[src/rtl/gbus_p2s_unpack_pkg.sv]
// Shared types and defaults for the GBUS parallel-to-serial unpacker.
package gbus_p2s_unpack_pkg;

  localparam int GBUS_DATA_DEF = 64;
  localparam int IDATA_BIT_DEF = 8;
  localparam int LEN_BIT_DEF   = 12;

  // Unpacker control states.
  typedef enum logic [1:0] {
    IDLE  = 2'd0,
    LOAD  = 2'd1,
    SHIFT = 2'd2,
    DONE  = 2'd3
  } p2s_state_t;

  // Lane index width; never below 1 so a single-lane build still has a counter.
  function automatic int lane_bits(input int reg_num);
    return (reg_num > 1) ? $clog2(reg_num) : 1;
  endfunction

endpackage

[src/rtl/gbus_p2s_unpack_if.sv]
// Control, packed-input and serial-output bundle of the GBUS unpacker.
//
// Handshake rule for both streams: a transfer happens on a rising clk edge
// where valid and ready are both high. The source holds valid and its payload
// stable until that edge; ready may change at any time and never waits on
// valid. idata_valid/idata_ready carry packed words into the unpacker and
// odata_valid/odata_ready carry elements (with odata_last) out of it.
interface gbus_p2s_unpack_if
  import gbus_p2s_unpack_pkg::*;
#(
  parameter int GBUS_DATA = GBUS_DATA_DEF,
  parameter int IDATA_BIT = IDATA_BIT_DEF,
  parameter int LEN_BIT   = LEN_BIT_DEF
) ();

  logic                 start;
  logic [LEN_BIT-1:0]   cfg_vec_len;
  logic                 busy;
  logic                 done;
  logic [GBUS_DATA-1:0] idata;
  logic                 idata_valid;
  logic                 idata_ready;
  logic [IDATA_BIT-1:0] odata;
  logic                 odata_valid;
  logic                 odata_last;
  logic                 odata_ready;
  p2s_state_t           state_dbg;

  // Unpacker side.
  modport slave (
    input  start, cfg_vec_len, idata, idata_valid, odata_ready,
    output busy, done, idata_ready, odata, odata_valid, odata_last, state_dbg
  );

  // Controller / producer / consumer side.
  modport master (
    output start, cfg_vec_len, idata, idata_valid, odata_ready,
    input  busy, done, idata_ready, odata, odata_valid, odata_last, state_dbg
  );

endinterface

[src/rtl/gbus_p2s_unpack_skid_reg.sv]
// One-entry valid/data holding register used to prefetch the next packed word
// while the current one is being shifted out (only instantiated when
// P2S_SKID_EN is defined).
module p2s_skid_reg #(
  parameter int W = 64
) (
  input  logic         clk,
  input  logic         rstn,
  input  logic         push_i,
  input  logic [W-1:0] push_data_i,
  input  logic         pop_i,
  output logic         valid_o,
  output logic [W-1:0] data_o
);

  logic         valid_q, valid_d;
  logic [W-1:0] data_q, data_d;

  // Fill on push, drain on pop; a push wins over a same-cycle pop.
  always_comb begin
    valid_d = (valid_q && !pop_i) || push_i;
    data_d  = push_i ? push_data_i : data_q;
  end

  // Holding register; reset discards any held word.
  always_ff @(posedge clk or negedge rstn) begin
    if (!rstn) begin
      valid_q <= 1'b0;
      data_q  <= '0;
    end else begin
      valid_q <= valid_d;
      data_q  <= data_d;
    end
  end

  assign valid_o = valid_q;
  assign data_o  = data_q;

endmodule

[src/rtl/gbus_p2s_unpack.sv]
// GBUS parallel-to-serial unpacker: takes packed words (lane 0 in the low
// bits, emitted first) and streams cfg_vec_len elements, discarding unused
// upper lanes of the final word.
// Build option: define P2S_SKID_EN to add a one-word holding register that
// removes the bubble cycle at every word boundary.
module gbus_p2s_unpack
  import gbus_p2s_unpack_pkg::*;
#(
  parameter int GBUS_DATA = GBUS_DATA_DEF,
  parameter int IDATA_BIT = IDATA_BIT_DEF,
  parameter int LEN_BIT   = LEN_BIT_DEF
) (
  input logic              clk,
  input logic              rstn,
  gbus_p2s_unpack_if.slave bus
);

  localparam int REG_NUM  = GBUS_DATA / IDATA_BIT;
  localparam int LANE_BIT = lane_bits(REG_NUM);

  localparam logic [LANE_BIT-1:0] LAST_LANE  = LANE_BIT'(REG_NUM - 1);
  localparam logic [LANE_BIT-1:0] ONE_LANE   = LANE_BIT'(1);
  localparam logic [LEN_BIT-1:0]  ONE_LEN    = LEN_BIT'(1);
  localparam logic [LEN_BIT:0]    REG_NUM_X  = (LEN_BIT + 1)'(REG_NUM);
  localparam logic [LEN_BIT:0]    REG_NUM_M1 = (LEN_BIT + 1)'(REG_NUM - 1);

  if (GBUS_DATA % IDATA_BIT != 0) begin : g_width_check
    $error("GBUS_DATA must be an exact multiple of IDATA_BIT");
  end

  p2s_state_t           state_q, state_d;
  logic [LEN_BIT-1:0]   elem_rem_q, elem_rem_d;
  logic [LEN_BIT-1:0]   word_rem_q, word_rem_d;
  logic [LANE_BIT-1:0]  lane_q, lane_d;
  logic [GBUS_DATA-1:0] shreg_q, shreg_d;
  logic                 idata_ready_q, idata_ready_d;
  logic [IDATA_BIT-1:0] odata_q, odata_d;
  logic                 odata_valid_q, odata_valid_d;
  logic                 odata_last_q, odata_last_d;
  logic                 busy_q, busy_d;
  logic                 done_q, done_d;

  logic [LEN_BIT:0]     len_ext;
  logic                 in_hs;
  logic                 out_hs;

  assign in_hs  = bus.idata_valid && idata_ready_q;
  assign out_hs = odata_valid_q && bus.odata_ready;

`ifdef P2S_SKID_EN
  logic                 skid_push;
  logic                 skid_pop;
  logic                 take_direct;
  logic                 skid_valid_q;
  logic                 skid_valid_nx;
  logic [GBUS_DATA-1:0] skid_data_q;

  p2s_skid_reg #(.W(GBUS_DATA)) u_skid (
    .clk         (clk),
    .rstn        (rstn),
    .push_i      (skid_push),
    .push_data_i (bus.idata),
    .pop_i       (skid_pop),
    .valid_o     (skid_valid_q),
    .data_o      (skid_data_q)
  );
`endif

  // Next-state, counters, shift register and the registered output values.
  always_comb begin
    state_d    = state_q;
    elem_rem_d = elem_rem_q;
    word_rem_d = word_rem_q;
    lane_d     = lane_q;
    shreg_d    = shreg_q;
`ifdef P2S_SKID_EN
    skid_push   = 1'b0;
    skid_pop    = 1'b0;
    take_direct = 1'b0;
`endif
    // Words needed = ceil(len / REG_NUM), computed one bit wider so the
    // rounding add cannot wrap.
    len_ext = {1'b0, bus.cfg_vec_len} + REG_NUM_M1;

    case (state_q)
      IDLE: begin
        if (bus.start) begin
          elem_rem_d = bus.cfg_vec_len;
          word_rem_d = LEN_BIT'(len_ext / REG_NUM_X);
          lane_d     = '0;
          state_d    = (bus.cfg_vec_len == '0) ? DONE : LOAD;
        end
      end
      LOAD: begin
        if (in_hs) begin
          shreg_d    = bus.idata;
          lane_d     = '0;
          word_rem_d = word_rem_q - ONE_LEN;
          state_d    = SHIFT;
        end
      end
      SHIFT: begin
        if (out_hs) begin
          if (elem_rem_q == ONE_LEN) begin
            // Last element; unused upper lanes of this word are dropped.
            elem_rem_d = '0;
            state_d    = DONE;
          end else begin
            elem_rem_d = elem_rem_q - ONE_LEN;
            if (lane_q == LAST_LANE) begin
              lane_d = '0;
`ifdef P2S_SKID_EN
              if (skid_valid_q) begin
                shreg_d  = skid_data_q;
                skid_pop = 1'b1;
              end else if (in_hs) begin
                // Word arriving exactly at the boundary bypasses the skid.
                shreg_d     = bus.idata;
                take_direct = 1'b1;
              end else begin
                state_d = LOAD;
              end
`else
              state_d = LOAD;
`endif
            end else begin
              lane_d = lane_q + ONE_LANE;
            end
          end
        end
`ifdef P2S_SKID_EN
        if (in_hs) begin
          word_rem_d = word_rem_q - ONE_LEN;
          skid_push  = !take_direct;
        end
`endif
      end
      DONE: begin
        state_d = IDLE;
      end
      default: begin
        state_d = IDLE;
      end
    endcase

    busy_d        = (state_d == LOAD) || (state_d == SHIFT);
    done_d        = (state_d == DONE);
    odata_valid_d = (state_d == SHIFT);
    odata_last_d  = (state_d == SHIFT) && (elem_rem_d == ONE_LEN);
    odata_d       = (state_d == SHIFT) ? shreg_d[int'(lane_d)*IDATA_BIT +: IDATA_BIT] : '0;

`ifdef P2S_SKID_EN
    skid_valid_nx = (skid_valid_q && !skid_pop) || skid_push;
    idata_ready_d = busy_d && !skid_valid_nx && (word_rem_d != '0);
`else
    idata_ready_d = (state_d == LOAD) && (word_rem_d != '0);
`endif
  end

  // All state and outputs are flops; reset abandons any vector in flight.
  always_ff @(posedge clk or negedge rstn) begin
    if (!rstn) begin
      state_q       <= IDLE;
      elem_rem_q    <= '0;
      word_rem_q    <= '0;
      lane_q        <= '0;
      shreg_q       <= '0;
      idata_ready_q <= 1'b0;
      odata_q       <= '0;
      odata_valid_q <= 1'b0;
      odata_last_q  <= 1'b0;
      busy_q        <= 1'b0;
      done_q        <= 1'b0;
    end else begin
      state_q       <= state_d;
      elem_rem_q    <= elem_rem_d;
      word_rem_q    <= word_rem_d;
      lane_q        <= lane_d;
      shreg_q       <= shreg_d;
      idata_ready_q <= idata_ready_d;
      odata_q       <= odata_d;
      odata_valid_q <= odata_valid_d;
      odata_last_q  <= odata_last_d;
      busy_q        <= busy_d;
      done_q        <= done_d;
    end
  end

  assign bus.idata_ready = idata_ready_q;
  assign bus.odata       = odata_q;
  assign bus.odata_valid = odata_valid_q;
  assign bus.odata_last  = odata_last_q;
  assign bus.busy        = busy_q;
  assign bus.done        = done_q;
  assign bus.state_dbg   = state_q;

endmodule

[src/flat_wrapper.sv]
// flat-port wrapper written by rule: the top's interface ports become plain ports
module gbus_p2s_unpack_flat import gbus_p2s_unpack_pkg::*;
#(
  parameter int GBUS_DATA = GBUS_DATA_DEF,
  parameter int IDATA_BIT = IDATA_BIT_DEF,
  parameter int LEN_BIT   = LEN_BIT_DEF
)
  (clk, rstn, bus_start, bus_cfg_vec_len, bus_idata, bus_idata_valid, bus_odata_ready, bus_busy, bus_done, bus_idata_ready, bus_odata, bus_odata_valid, bus_odata_last, bus_state_dbg);
  gbus_p2s_unpack_if #(.GBUS_DATA(GBUS_DATA), .IDATA_BIT(IDATA_BIT), .LEN_BIT(LEN_BIT)) bus_i ();
  input logic clk;
  input logic rstn;
  input wire logic [$bits(bus_i.start)-1:0] bus_start;
  input wire logic [$bits(bus_i.cfg_vec_len)-1:0] bus_cfg_vec_len;
  input wire logic [$bits(bus_i.idata)-1:0] bus_idata;
  input wire logic [$bits(bus_i.idata_valid)-1:0] bus_idata_valid;
  input wire logic [$bits(bus_i.odata_ready)-1:0] bus_odata_ready;
  output wire logic [$bits(bus_i.busy)-1:0] bus_busy;
  output wire logic [$bits(bus_i.done)-1:0] bus_done;
  output wire logic [$bits(bus_i.idata_ready)-1:0] bus_idata_ready;
  output wire logic [$bits(bus_i.odata)-1:0] bus_odata;
  output wire logic [$bits(bus_i.odata_valid)-1:0] bus_odata_valid;
  output wire logic [$bits(bus_i.odata_last)-1:0] bus_odata_last;
  output wire logic [$bits(bus_i.state_dbg)-1:0] bus_state_dbg;
  assign bus_i.start = bus_start;
  assign bus_i.cfg_vec_len = bus_cfg_vec_len;
  assign bus_i.idata = bus_idata;
  assign bus_i.idata_valid = bus_idata_valid;
  assign bus_i.odata_ready = bus_odata_ready;
  assign bus_busy = bus_i.busy;
  assign bus_done = bus_i.done;
  assign bus_idata_ready = bus_i.idata_ready;
  assign bus_odata = bus_i.odata;
  assign bus_odata_valid = bus_i.odata_valid;
  assign bus_odata_last = bus_i.odata_last;
  assign bus_state_dbg = bus_i.state_dbg;
  gbus_p2s_unpack #(.GBUS_DATA(GBUS_DATA), .IDATA_BIT(IDATA_BIT), .LEN_BIT(LEN_BIT)) u_core (.clk(clk), .rstn(rstn), .bus(bus_i));
endmodule
[config.mk]
export PLATFORM = sky130hd
export DESIGN_NAME = gbus_p2s_unpack_flat
export DESIGN_NICKNAME = d
export VERILOG_FILES = /design/src/rtl/gbus_p2s_unpack_pkg.sv /design/src/rtl/gbus_p2s_unpack_if.sv /design/src/rtl/gbus_p2s_unpack_skid_reg.sv /design/src/rtl/gbus_p2s_unpack.sv /design/src/flat_wrapper.sv
export SDC_FILE = /design/constraint.sdc
export NUM_CORES = 1
export LEC_CHECK = 0
export CAP_MARGIN = 10
export CORE_MARGIN = 8
export CORE_UTILIZATION = 55
export DETAILED_ROUTE_END_ITERATION = 8
export PLACE_DENSITY = 0.95
export SYNTH_ARGS = -nofsm -noshare
export SYNTH_HDL_FRONTEND = slang
export SYNTH_SLANG_ARGS = --single-unit
[constraint.sdc]
create_clock -name clk -period 7 [get_ports clk]
set_input_delay 1.4 -clock clk [delete_from_list [all_inputs] [get_ports clk]]
set_output_delay 1.4 -clock clk [all_outputs]
set_load 0.1 [all_outputs]
==> summary.md <==
| Metric | Value |
|---|---|
| Status | finished, final reports clean |
| Tmin final | 4.411 ns |
| Post-CTS setup repair buffer count | 0 |
| GPL Wtd Cong | 0.9143 |
| Synth area leaders | dfrtp_1 50%, mux2_2 16%, mux2i_1 5.3%, ha_1 1.9%, o21ai_0 1.5% |
| Synth Instances | 446 |
| Horiz. Die Dim | 114.5 um |
| Initial core utilization | 55.58% |
| Worst skew pair latency | 0.38 ns |
| Vias in the first global route | 4452 |
| Synthesized flop and latch total | 106 |
| RR Startpoint | u_core.bus.state_dbg[0]$_DFF_PN0_ |
| Net count, final | 627 |
| Post-route ant nets | 0 |
| Post-synth top area cell | dfrtp_1 |
| Cell with the most instances after synthesis | dfrtp_1 |
| Hold_ws | 0.5034 ns |
| FF-to-FF End | u_core.bus.odata[3]$_DFF_PN0_ |
| Max-cap viol count | 0 |
| Synth warn | 0 |
| Clock sink count | 106 |
| Die height | 114.5 um |
| Ys flop type | dfrtp_1 |
| CTS tree | done |
| Asr flop ratio synth | 100.0% |
| Post-cts gate resize count | 0 |
| Syn Std Cell Area | 0.005333 mm^2 |
| Unrepaired setup endpoints after global routing | no |
| Root Buffer | clkbuf_8 |
| Iter 0 DRT Violations | 256 |
| Drt total wl | 14100 um |
| Commonest cells post-synth | 106 x dfrtp_1, 77 x mux2_2, 28 x mux2i_1 |
| Cell variety after synth | 59 |
| Row count | 36 |
| Mapped Nets | 535 |
| Worst Setup SP | bus_start |
| DR WL/cell | 20.86 um |
| Share of layout cells above drive strength 1 | 20.07% |
| DR vias/cell | 6.072 |
| CTS Hold Bufs | 0 |
| R2r worst-path depth | 8 |
| Initial antenna violation count | 0 |
| Worst Path Required | 7.25 ns |
| Highest clock rate | 0.2267 GHz |
| Port bufs | 95 |
| Setup slack, reg-to-reg | 3.43 ns |
| Worst setup EP type | flop |
| EDFF count, synth | 0 |
| Post-synth top area share | 49.74% |
| VDD IR-drop max | 0.2092 mV |
| Number of fill cells | 664 |
| Dpl hpwl | 10380 um |
| Final Hold Violating Endpoints | 0 |
| # IOs | 96 |
| Core area | 0.009594 mm^2 |
| Pwr/cell area | 403.2 mW/mm^2 |
| Vias | 4105 |
| Total gr overflow | 0 |
| Die area | 0.01310 mm^2 |
| Setup tns final | 0 ns |
| Tot GR Track Use | 22.25% |
| CP endpoint | u_core.bus.odata[3]$_DFF_PN0_ |
| Bufs on Longest Clock Path | 2 |
| Headroom to the max-slew limit | 30.84% |
| Drt first pass iters | 5 |
| Synthesized area per cell | 11.96 um^2 |
| HP Class | reg2reg |
| Crit path kind | in2reg |
| H-tree levels | 3 |
| First-pass GRT wire length | 22680 um |
| Final Max Tran Viols | 0 |
| Fraction of the cycle the final worst path needs | 63.02% |
| Leakage power | 0.002676 uW |
| Measured slew at the worst slew-check pin | 1.034 ns |
| Arrival time worst endpoint | 4.66 ns |
| CP Launch Type | primary input |
| Drc violations | 0 |
| Worst-path clk slew | 0.09 ns |
| CP max FO | 12 |
| Post-synthesis sequential area ratio | 49.74% |
| Final Setup Violations | 0 |
| Clock Skews | 0.01726 ns |
| Clock buffer count from CTS | 9 |
| Largest net degree at the start of global routing | 70 |
| Antenna Cells | 0 |
| Area Overhead vs Synth | 23.56% |
-- registers in the layout, summed over array words and instances, names as in the netlist --
name / flops
u_core.lane_q: 3
u_core.elem_rem_q: 12
u_core.bus.idata_ready: 1
u_core.bus.done: 1
u_core.bus.odata_valid: 1
u_core.word_rem_q: 12
u_core.bus.odata: 8
u_core.bus.odata_last: 1
u_core.shreg_q: 64
u_core.bus.busy: 1
u_core.bus.state_dbg: 2
-- worst max-delay path: stages --
cell and delay (ns):
clkdlybuf4s50_1 0.56, or3b_1 0.56, nand2_1 0.17, o22ai_1 0.14
a21oi_1 0.61, inv_1 0.50, nand3_1 0.41, o22a_1 0.20
o21ai_0 0.08
-- worst min path at each step --
stage                               startpoint                         endpoint  slack [ns]  cells past startpoint
4_1_cts           u_core.shreg_q[24]$_DFF_PN0_     u_core.shreg_q[24]$_DFF_PN0_        0.51                      1
2_1_floorplan  u_core.word_rem_q[10]$_DFF_PN0_  u_core.word_rem_q[10]$_DFF_PN0_        0.46                      1
6_report          u_core.shreg_q[24]$_DFF_PN0_     u_core.shreg_q[24]$_DFF_PN0_        0.50                      1
5_1_grt            u_core.shreg_q[6]$_DFF_PN0_      u_core.shreg_q[6]$_DFF_PN0_        0.53                      1
3_3_place_gp      u_core.shreg_q[50]$_DFF_PN0_     u_core.shreg_q[50]$_DFF_PN0_        0.48                      1
3_5_place_dp      u_core.shreg_q[58]$_DFF_PN0_     u_core.shreg_q[58]$_DFF_PN0_        0.48                      1
-- logic make-up after synthesis --
kind of cell | synth area share, %
compound gates | 10.84
xor+xnor | 1.971
fa+ha+maj | 1.877
buf+inv | 2.722
flops | 49.74
mux | 21.52
simple gates | 11.33
-- placed cells by master, fill, tap and decap left out, types with 4 or more instances in the layout --
cell type        instances
a21oi_1                  8
a221o_1                  4
a22o_1                   4
a22oi_1                  4
and3_1                   4
buf_4                    5
clkbuf_8                10
clkdlybuf4s50_1         94
dfrtp_1                106
ha_1                     8
inv_1                   11
mux2_2                  77
mux2i_1                 28
nand2_1                 17
nand2b_1                10
nand3_1                 10
nor2_1                  20
nor3_1                   6
nor4_1                   8
o211ai_1                 4
o21ai_0                 16
o221ai_1                 7
or3_1                    4
xnor2_1                  6
xor2_1                   6
-- final cells by class --
cell class / count / area (um^2) / area share, %
Tap cell: 133 / 166.4 / 2.526
Clock inverter: 6 / 77.57 / 1.177
Inverter: 11 / 41.29 / 0.6267
Timing Repair Buffer: 99 / 978.4 / 14.85
Clock buffer: 10 / 137.6 / 2.089
Multi-Input combinational cell: 311 / 2535 / 38.47
Sequential cell: 106 / 2653 / 40.26
-- report_power, final --
group          total (uW)  switching, uW  internal, uW
Sequential           1050            166           887
Clock                 402            222           180
Combinational        1200            687           515
Total                2660           1080          1580
-- metrics by stage --
step	power (uW)	cells	instance area (um^2)	util [%]	setup slack, ns
finish	2657	676	6589	68.68	2.589
global route	2813	676	6589	68.68	2.434
CTS	2650	676	6589	68.68	2.618
detailed placement	2245	660	6374	66.43	2.293
global placement	2167	660	6374	66.43	2.494
floorplan	1903	446	5333	-	3.253
-- metal layers --
layer / global-route usage [%] / vias up / routed length, um / share of wire (%)
met5: 0 / - / 0 / 0
li1: - / 1862 / - / -
met3: 5.169 / 23 / 1131 / 8.0
met2: 38.42 / 192 / 7153 / 51
met1: 26.38 / 2028 / 5550 / 39
met4: 8.075 / 0 / 267 / 1.9
Power figures use the tool's default switching activity.
